<file path="src/rtl/stream_merge_pkg.sv">
// Shared types for the two-input packet-locking stream merger.
package stream_merge_pkg;

  typedef enum logic [1:0] {
    IDLE   = 2'd0,
    LOCK_A = 2'd1,
    LOCK_B = 2'd2
  } merge_state_t;

  typedef enum logic {
    SRC_A = 1'b0,
    SRC_B = 1'b1
  } merge_src_t;

endpackage

</file>
<file path="src/rtl/stream_merge2_if.sv">
// Bundles both producer streams and the merged consumer stream of stream_merge2.
interface stream_merge2_if #(
  parameter int DATA_WIDTH = 8
);
  logic [DATA_WIDTH-1:0] in_a_data;
  logic                  in_a_last;
  logic                  in_a_valid;
  logic                  in_a_ready;
  logic [DATA_WIDTH-1:0] in_b_data;
  logic                  in_b_last;
  logic                  in_b_valid;
  logic                  in_b_ready;
  logic [DATA_WIDTH-1:0] out_data;
  logic                  out_last;
  logic                  out_src;
  logic                  out_valid;
  logic                  out_ready;

  modport slave (
    input  in_a_data, in_a_last, in_a_valid,
    output in_a_ready,
    input  in_b_data, in_b_last, in_b_valid,
    output in_b_ready,
    output out_data, out_last, out_src, out_valid,
    input  out_ready
  );

  modport master (
    output in_a_data, in_a_last, in_a_valid,
    input  in_a_ready,
    output in_b_data, in_b_last, in_b_valid,
    input  in_b_ready,
    input  out_data, out_last, out_src, out_valid,
    output out_ready
  );
endinterface

</file>
<file path="src/rtl/stream_out_reg.sv">
// Registered output slot of the merger: one beat of {src, last, data} plus valid.
module stream_out_reg #(
  parameter int WIDTH = 10
) (
  input  logic             clk,
  input  logic             rst,
  input  logic             load,
  input  logic [WIDTH-1:0] din,
  input  logic             out_ready,
  output logic [WIDTH-1:0] dout,
  output logic             vld,
  output logic             load_en
);

  logic [WIDTH-1:0] data_p1;
  logic             vld_p1;

  // Stage p1: beat accepted from an input, held until the sink takes it
  always_ff @(posedge clk) begin
    if (rst) begin
      vld_p1  <= 1'b0;
      data_p1 <= '0;
    end else if (load) begin
      vld_p1  <= 1'b1;
      data_p1 <= din;
    end else if (out_ready) begin
      vld_p1  <= 1'b0;
    end
  end

  assign load_en = !vld_p1 || out_ready;
  assign dout    = data_p1;
  assign vld     = vld_p1;

endmodule

</file>
<file path="src/rtl/stream_merge2.sv">
// Two-into-one ready/valid merger; a granted source keeps the output until its last beat.
module stream_merge2
  import stream_merge_pkg::*;
#(
  parameter int DATA_WIDTH = 8
) (
  input  logic              clk,
  input  logic              rst,
  stream_merge2_if.slave    bus
);

  localparam int BEAT_W = DATA_WIDTH + 2;

  merge_state_t      state_q, state_d;
  merge_src_t        last_grant_q, last_grant_d;
  merge_src_t        grant;
  logic              load_en;
  logic              xfer_a, xfer_b;
  logic [BEAT_W-1:0] beat_p0;
  logic [BEAT_W-1:0] beat_p1;
  logic              vld_p1;

  always_ff @(posedge clk) begin
    if (rst) begin
      state_q      <= IDLE;
      last_grant_q <= SRC_B;
    end else begin
      state_q      <= state_d;
      last_grant_q <= last_grant_d;
    end
  end

  // In IDLE a tie goes to whichever source did not win last time
  always_comb begin
    grant = SRC_A;
    case (state_q)
      LOCK_A:  grant = SRC_A;
      LOCK_B:  grant = SRC_B;
      default: begin
        if (bus.in_b_valid && (!bus.in_a_valid || last_grant_q == SRC_A))
          grant = SRC_B;
      end
    endcase
  end

  assign bus.in_a_ready = !rst && load_en && (grant == SRC_A);
  assign bus.in_b_ready = !rst && load_en && (grant == SRC_B);
  assign xfer_a = bus.in_a_valid && bus.in_a_ready;
  assign xfer_b = bus.in_b_valid && bus.in_b_ready;

  always_comb begin
    state_d      = state_q;
    last_grant_d = last_grant_q;
    case (state_q)
      IDLE: begin
        if (xfer_a) begin
          last_grant_d = SRC_A;
          if (!bus.in_a_last) state_d = LOCK_A;
        end else if (xfer_b) begin
          last_grant_d = SRC_B;
          if (!bus.in_b_last) state_d = LOCK_B;
        end
      end
      LOCK_A: if (xfer_a && bus.in_a_last) state_d = IDLE;
      LOCK_B: if (xfer_b && bus.in_b_last) state_d = IDLE;
      default: state_d = IDLE;
    endcase
  end

  // Stage p0: beat selected from the granted source
  assign beat_p0 = (grant == SRC_B) ? {1'b1, bus.in_b_last, bus.in_b_data}
                                    : {1'b0, bus.in_a_last, bus.in_a_data};

  stream_out_reg #(.WIDTH(BEAT_W)) u_out_reg (
    .clk       (clk),
    .rst       (rst),
    .load      (xfer_a || xfer_b),
    .din       (beat_p0),
    .out_ready (bus.out_ready),
    .dout      (beat_p1),
    .vld       (vld_p1),
    .load_en   (load_en)
  );

  // Stage p1: registered beat presented to the sink
  assign bus.out_data  = beat_p1[DATA_WIDTH-1:0];
  assign bus.out_last  = beat_p1[DATA_WIDTH];
  assign bus.out_src   = beat_p1[DATA_WIDTH+1];
  assign bus.out_valid = vld_p1;

endmodule

</file>
<file path="src/flat_wrapper.sv">
// flat-port wrapper written by rule: the top's interface ports become plain ports
module stream_merge2_flat import stream_merge_pkg::*;
#(
  parameter int DATA_WIDTH = 8
)
  (clk, rst, bus_in_a_data, bus_in_a_last, bus_in_a_valid, bus_in_a_ready, bus_in_b_data, bus_in_b_last, bus_in_b_valid, bus_in_b_ready, bus_out_data, bus_out_last, bus_out_src, bus_out_valid, bus_out_ready);
  stream_merge2_if #(.DATA_WIDTH(DATA_WIDTH)) bus_i ();
  input  logic clk;
  input  logic rst;
  input wire logic [$bits(bus_i.in_a_data)-1:0] bus_in_a_data;
  input wire logic [$bits(bus_i.in_a_last)-1:0] bus_in_a_last;
  input wire logic [$bits(bus_i.in_a_valid)-1:0] bus_in_a_valid;
  output wire logic [$bits(bus_i.in_a_ready)-1:0] bus_in_a_ready;
  input wire logic [$bits(bus_i.in_b_data)-1:0] bus_in_b_data;
  input wire logic [$bits(bus_i.in_b_last)-1:0] bus_in_b_last;
  input wire logic [$bits(bus_i.in_b_valid)-1:0] bus_in_b_valid;
  output wire logic [$bits(bus_i.in_b_ready)-1:0] bus_in_b_ready;
  output wire logic [$bits(bus_i.out_data)-1:0] bus_out_data;
  output wire logic [$bits(bus_i.out_last)-1:0] bus_out_last;
  output wire logic [$bits(bus_i.out_src)-1:0] bus_out_src;
  output wire logic [$bits(bus_i.out_valid)-1:0] bus_out_valid;
  input wire logic [$bits(bus_i.out_ready)-1:0] bus_out_ready;
  assign bus_i.in_a_data = bus_in_a_data;
  assign bus_i.in_a_last = bus_in_a_last;
  assign bus_i.in_a_valid = bus_in_a_valid;
  assign bus_in_a_ready = bus_i.in_a_ready;
  assign bus_i.in_b_data = bus_in_b_data;
  assign bus_i.in_b_last = bus_in_b_last;
  assign bus_i.in_b_valid = bus_in_b_valid;
  assign bus_in_b_ready = bus_i.in_b_ready;
  assign bus_out_data = bus_i.out_data;
  assign bus_out_last = bus_i.out_last;
  assign bus_out_src = bus_i.out_src;
  assign bus_out_valid = bus_i.out_valid;
  assign bus_i.out_ready = bus_out_ready;
  stream_merge2 #(.DATA_WIDTH(DATA_WIDTH)) u_core (.clk(clk), .rst(rst), .bus(bus_i));
endmodule
</file>
<file path="config.mk">
export PLATFORM = sky130hd
export DESIGN_NAME = stream_merge2_flat
export DESIGN_NICKNAME = d
export VERILOG_FILES = /design/src/rtl/stream_merge_pkg.sv /design/src/rtl/stream_merge2_if.sv /design/src/rtl/stream_out_reg.sv /design/src/rtl/stream_merge2.sv /design/src/flat_wrapper.sv
export SDC_FILE = /design/constraint.sdc
export NUM_CORES = 1
export LEC_CHECK = 0
export CORE_ASPECT_RATIO = 0.75
export CORE_MARGIN = 3
export CORE_UTILIZATION = 42
export CTS_CLUSTER_SIZE = 16
export DETAILED_ROUTE_END_ITERATION = 16
export MAX_ROUTING_LAYER = met4
export PLACE_DENSITY = 0.83
export SETUP_SLACK_MARGIN = 0.15
export SLEW_MARGIN = 20
export SYNTH_ARGS = -nofsm -noshare
export SYNTH_HDL_FRONTEND = slang
export SYNTH_SLANG_ARGS = --single-unit
</file>
<file path="constraint.sdc">
create_clock -name clk -period 2.4 [get_ports clk]
set_input_delay 0.72 -clock clk [delete_from_list [all_inputs] [get_ports clk]]
set_output_delay 0.72 -clock clk [all_outputs]
set_load 0.02 [all_outputs]
</file>
==> impl_metrics.csv, run 1 <==
group,metric,value,unit
timing,relSlewSlack,76.9,%
critical_path,crit_fanout,3,
yosys,synth_seq_cells,14,
clocking,cts_max_level,1,
critical_path,ff2ff_path_depth,9,
critical_path,cp_num_buf_inv,3,
global_routing,grt_pass1_vias,965,
critical_path,path_cells,"inv_2 -> ha_4 -> nor2b_4 -> a22oi_2 -> buf_4 -> nor3_4 -> buf_6",
critical_path,endpoint,"bus_in_b_ready",
placement,dp_hpwl,2160,um
power,p_leak,0.555,nW
yosys,synth_warnings,0,
yosys,synth_edf_count,0,
yosys,synth_commonest_cells,"nand2_1 (19), dfxtp_1 (14), a21oi_1 (10)",
critical_path,end_kind,"primary output",
clocking,cts_made_buffers,3,
clocking,cts_setup_buffers,0,
critical_path,regToRegSetupSlack,0.24,ns
yosys,synth_largest_area_cell,"dfxtp_1",
timing,worst_pin_slew,0.346,ns
die,coreArea,1850,um2
routing,viasPerCell,5.89,
yosys,postSynthAreaPerCell,8.88,um2
die,die-area,2680,um2
routing,drt_iter0_drc,35,
yosys,syn-instance-count,99,
global_routing,grt_overflow,0,
critical_path,critical_path.startpoint,"u_core.state_q[0]",
layout,post-route-util,80.1,%
clocking,cts.sinks,14,
job,maxCapViolCount,0,
critical_path,required,1.68,ns
yosys,yosysSeqAreaShare,31.9,%
yosys,yosysTopAreaCellShare,31.9,%
clocking,cts_max_path_buffers,2,
timing,hold_viol_final,0,
layout,drive_gt1_share,35.8,%
worst_hold_path,hold_class,"reg2reg",
clocking,clockRootBuffer,"clkbuf_4",
yosys,async_flop_share,0,%
layout,finalNetCount,175,
timing,max_freq,0.435,GHz
placement,io_buffers,35,
clocking,clock_latency,0.29,ns
die,dieHeight,45.6,um
global_routing,grt_max_degree,16,
timing,fin_crit_sh,95.8,%
yosys,yosys-top-cells-area,"dfxtp_1 (32%), a311oi_2 (15%), nand2_1 (8.1%)",
yosys,synth_cell_types,34,
critical_path,worst_setup_path_start_kind,"register",
placement,placed_cells_incl_taps,166,
power,powerDensity,631,nW/um2
routing,drcViolationCount,0,
clocking,postCtsHoldBufs,0,
global_routing,grt_usage,25.9,%
layout,finalNonFillerCells,170,
timing,slew_viol_final,0,
critical_path,max_stage_delay,0.35,ns
routing,dr.pass1.iters,4,
global_routing,grt_pass1_wl,4800,um
die,pin_count,36,
yosys,synth_nets,125,
clocking,clk_pin_slew,0.09,ns
yosys,yosysMostFrequentCell,"nand2_1",
critical_path,critPathArrivalTime,1.58,ns
die,fp.dieW,58.8,um
die,rows,13,
timing,setup_violations,0,
routing,wl_per_cell,17.9,um
timing,rsz0062_at_grt,"yes",
routing,via_count,1002,
run_status,status,"finished clean",
yosys,synthFlopType,"dfxtp_1",
layout,areaGrowthSynthToFinish,68.8,%
routing,routed_wl,3050,um
layout,antenna_cells,0,
timing,whs,0.512,ns
critical_path,cp_num_cells,7,
die,start_util,47.4,%
global_routing,antenna_found_initial,0,
yosys,syn_area,880,um2
routing,antenna_left,0,
critical_path,crit_type,"reg2out",
critical_path,timing.rr.end,"u_core.state_q[1]",
critical_path,worst_path_dominant_cell_family,"flip-flops",
power,ir_drop,478,uV
timing,skew,0.00860,ns
critical_path,crit_path_top_delay_cell,"dfxtp_2",
clocking,tritoncts,"yes",
critical_path,reg2reg_from,"u_core.state_q[1]",
placement,place.gp.congestion,0.830,
timing,period_needed,2.30,ns
[where the power goes]
part | internal, W | total, W | switching, W
registers | 0.000261 | 0.000278 | 0.0000169
clock network | 0.0000925 | 0.000176 | 0.0000836
logic | 0.000235 | 0.000482 | 0.000248
total | 0.000589 | 0.000937 | 0.000348
[how the worst min path moves through the flow]
stage                        startpoint                        to  depth (start not counted)
3_5_place_dp   u_core.u_out_reg.dout[9]  u_core.u_out_reg.dout[9]                          2
6_report       u_core.u_out_reg.dout[9]  u_core.u_out_reg.dout[9]                          2
2_1_floorplan         u_core.state_q[0]         u_core.state_q[0]                          2
5_1_grt        u_core.u_out_reg.dout[9]  u_core.u_out_reg.dout[9]                          2
3_3_place_gp   u_core.u_out_reg.dout[9]  u_core.u_out_reg.dout[9]                          2
4_1_cts        u_core.u_out_reg.dout[9]  u_core.u_out_reg.dout[9]                          2
[cell families (layout without fill, tap and decap cells)]
kind of cell,after synthesis,count (layout),synth area share (%)
simple gates,38,38,21.3
compound gates,31,31,33.0
flops,14,14,31.9
buf+inv,11,60,6.68
fa+ha+maj,3,3,4.27
mux,2,2,2.84
[per-layer routing]
layer / wire (um) / GRT usage, % / vias up
met2: 1640 / 45.4 / 41
met3: 180 / 7.37 / 2
met5: 0 / - / -
li1: - / - / 465
met1: 1200 / 28.2 / 494
met4: 30 / 9.50 / 0
[flip-flops by register name (all words and copies together), names as in the netlist]
register	flops
u_core.u_out_reg.dout	10
u_core.state_q	2
u_core.last_grant_q	1
u_core.u_out_reg.vld	1
[final cells by class]
type,count,area [um2]
Clock buffer,4,36.3
Multi-Input combinational cell,74,631
Timing Repair Buffer,53,497
Inverter,3,11.3
Tap cell,22,27.5
Sequential cell,14,283
Fill cell,119,369
[through the flow]
step | TNS (ns) | power [W] | setup slack, ns | cell area [um2]
2_1_floorplan | 0 | 0.000530 | 0.144 | 906
3_3_place_gp | -4.03 | 0.000689 | -0.652 | 1380
3_5_place_dp | -4.60 | 0.000706 | -0.691 | 1380
4_1_cts | 0 | 0.000922 | 0.113 | 1470
5_1_grt | 0 | 0.000987 | 0.0251 | 1490
6_report | 0 | 0.000937 | 0.0997 | 1490
[placed cells by master (no fill, tap or decap), types with 3 or more instances in the layout]
| master | instances |
|---|---|
| buf_4 | 16 |
| clkdlybuf4s50_1 | 29 |
| buf_6 | 3 |
| nand2_1 | 18 |
| dfxtp_1 | 12 |
| clkbuf_4 | 3 |
| nor2_1 | 4 |
| a311oi_2 | 9 |
| a21oi_1 | 10 |
[worst register-to-register path, delay by kind of cell (launching register included)]
family	cells	cell delay, ns
adder cells (fa/ha/maj)	1	0.30
buffers and inverters	3	0.38
AO/OA/AOI/OAI	3	0.72
AND/OR/NAND/NOR	2	0.31
flip-flops	1	0.35
[repair_timing]
action	4_1_cts	5_1_grt
resized for setup	35	1
pin swaps	5	2
setup endpoints to repair	15	3
(Power assumes the default switching activity.)
==> inputs of run 2 (changes only) <==
--- a/config.mk
+++ b/config.mk
@@ -5,7 +5,6 @@
 export SDC_FILE = /design/constraint.sdc
 export NUM_CORES = 1
 export LEC_CHECK = 0
-export CORE_ASPECT_RATIO = 0.75
 export CORE_MARGIN = 3
 export CORE_UTILIZATION = 42
 export CTS_CLUSTER_SIZE = 16
==> impl_metrics.csv, run 2 (same netlist as run 1, synthesis figures left out) <==
group,metric,value,unit
run_status,status,"finished clean",
timing,worst_pin_slew,0.286,ns
global_routing,grt_pass1_vias,1009,
timing,hold_viol_final,0,
global_routing,antenna_found_initial,0,
clocking,postCtsHoldBufs,0,
timing,period_needed,2.28,ns
timing,timing.final.ws_setup,0.120,ns
power,powerDensity,629,nW/um2
critical_path,worst_path_dominant_cell_family,"flip-flops",
job,maxCapViolCount,0,
timing,rsz0062_at_grt,"yes",
critical_path,crit_fanout,3,
layout,drive_gt1_share,37.6,%
clocking,clk_pin_slew,0.10,ns
critical_path,cp_num_buf_inv,3,
timing,fin_crit_sh,95.0,%
timing,skew,0.00530,ns
critical_path,crit_type,"reg2out",
layout,post-route-util,79.6,%
critical_path,path_cells,"inv_4 -> ha_4 -> buf_6 -> a22oi_2 -> nor3_4 -> buf_6",
global_routing,grt_pass1_wl,4800,um
clocking,cts_max_level,1,
layout,antenna_cells,0,
layout,finalNetCount,176,
power,ir_drop,429,uV
clocking,clock_latency,0.29,ns
critical_path,end_kind,"primary output",
placement,place.gp.congestion,0.849,
routing,drt_iter0_drc,36,
timing,relSlewSlack,80.7,%
timing,fin_setup_tns,0,ns
critical_path,required,1.68,ns
clocking,cts.sinks,14,
die,die-area,2680,um2
critical_path,max_stage_delay,0.37,ns
die,pin_count,36,
layout,largest_reg_flops,10,
routing,wl_per_cell,16.9,um
worst_hold_path,whs_path_depth,2,
worst_hold_path,hold_class,"reg2reg",
timing,whs,0.523,ns
placement,io_buffers,35,
timing,max_freq,0.439,GHz
layout,layout_common_cells,"clkdlybuf4s50_1 (29), nand2_1 (18), buf_4 (17)",
routing,drcViolationCount,0,
placement,dp_slack,-0.613,ns
clocking,cts_max_path_buffers,2,
global_routing,grt_overflow,0,
clocking,tritoncts,"yes",
clocking,clockRootBuffer,"clkbuf_4",
global_routing,grt_usage,25.0,%
die,start_util,47.3,%
placement,dp_hpwl,1960,um
die,dieHeight,51.8,um
routing,routed_wl,2950,um
critical_path,cp_num_cells,6,
critical_path,crit_top_cell,"buf_6",
die,coreArea,1860,um2
timing,setup_violations,0,
layout,areaGrowthSynthToFinish,68.1,%
critical_path,ff2ff_path_depth,8,
layout,final_common_cell,"clkdlybuf4s50_1",
clocking,cts_made_buffers,3,
routing,viasPerCell,5.72,
critical_path,worst_setup_path_start_kind,"register",
critical_path,critPathArrivalTime,1.56,ns
die,fp.dieW,51.8,um
power,p_leak,0.561,nW
routing,via_count,995,
routing,dr.pass1.iters,4,
critical_path,crit_path_top_delay_cell,"dfxtp_2",
die,rows,15,
global_routing,grt_max_degree,16,
routing,antenna_left,0,
timing,slew_viol_final,0,
-- run 2: layout make-up --
class,count,area [um2]
Fill cell,120,379
Tap cell,25,31.3
Multi-Input combinational cell,74,614
Sequential cell,14,283
Clock buffer,4,36.3
Inverter,3,13.8
Timing Repair Buffer,54,500
-- run 2: final timing paths --
| path | startpoint | endpoint | slack, ns |
|---|---|---|---|
| max | u_core.state_q[0] | bus_in_b_ready | 0.12 |
| min | u_core.u_out_reg.dout[9] | u_core.u_out_reg.dout[9] | 0.52 |
| max reg2reg | u_core.state_q[0] | u_core.state_q[1] | 0.23 |
| min reg2reg | u_core.u_out_reg.dout[9] | u_core.u_out_reg.dout[9] | 0.52 |
-- run 2: what timing repair did --
action                                  4_1_cts  5_1_grt
buffers inserted                              1        0
resized for setup                            28        9
pin swaps                                     4        4
endpoints found under the setup margin       16        3
-- run 2: power breakdown --
group	switching, W	leakage, nW	internal [W]
logic	0.000236	0.424	0.000234
registers	0.0000173	0.116	0.000261
clock network	0.0000897	0.0210	0.0000922
total	0.000343	0.561	0.000587
-- run 2: stage by stage --
stage	instances	total power, W	cell area (um2)
4_1_cts	174	0.000896	1450
6_report	174	0.000930	1480
2_1_floorplan	99	0.000530	906
3_5_place_dp	169	0.000692	1380
3_3_place_gp	169	0.000680	1380
5_1_grt	174	0.000985	1480
-- run 2: worst reg2reg max path, cell delays in order (launching register included) --
cell and delay (ns):
dfxtp_2 0.37, inv_4 0.05, ha_4 0.26, buf_6 0.12, a22oi_2 0.28, buf_4 0.24
a41oi_1 0.17, and2_1 0.22, a2111oi_2 0.35
-- run 2: metal layers --
layer	share of wire (%)	vias to the layer above	wire length (um)	GRT usage, %
li1	-	468	-	-
met1	40	486	1190	28.6
met2	53	31	1550	40.7
met3	3.9	10	114	5.44
met4	3.0	0	88	13.5
met5	0	-	0	-
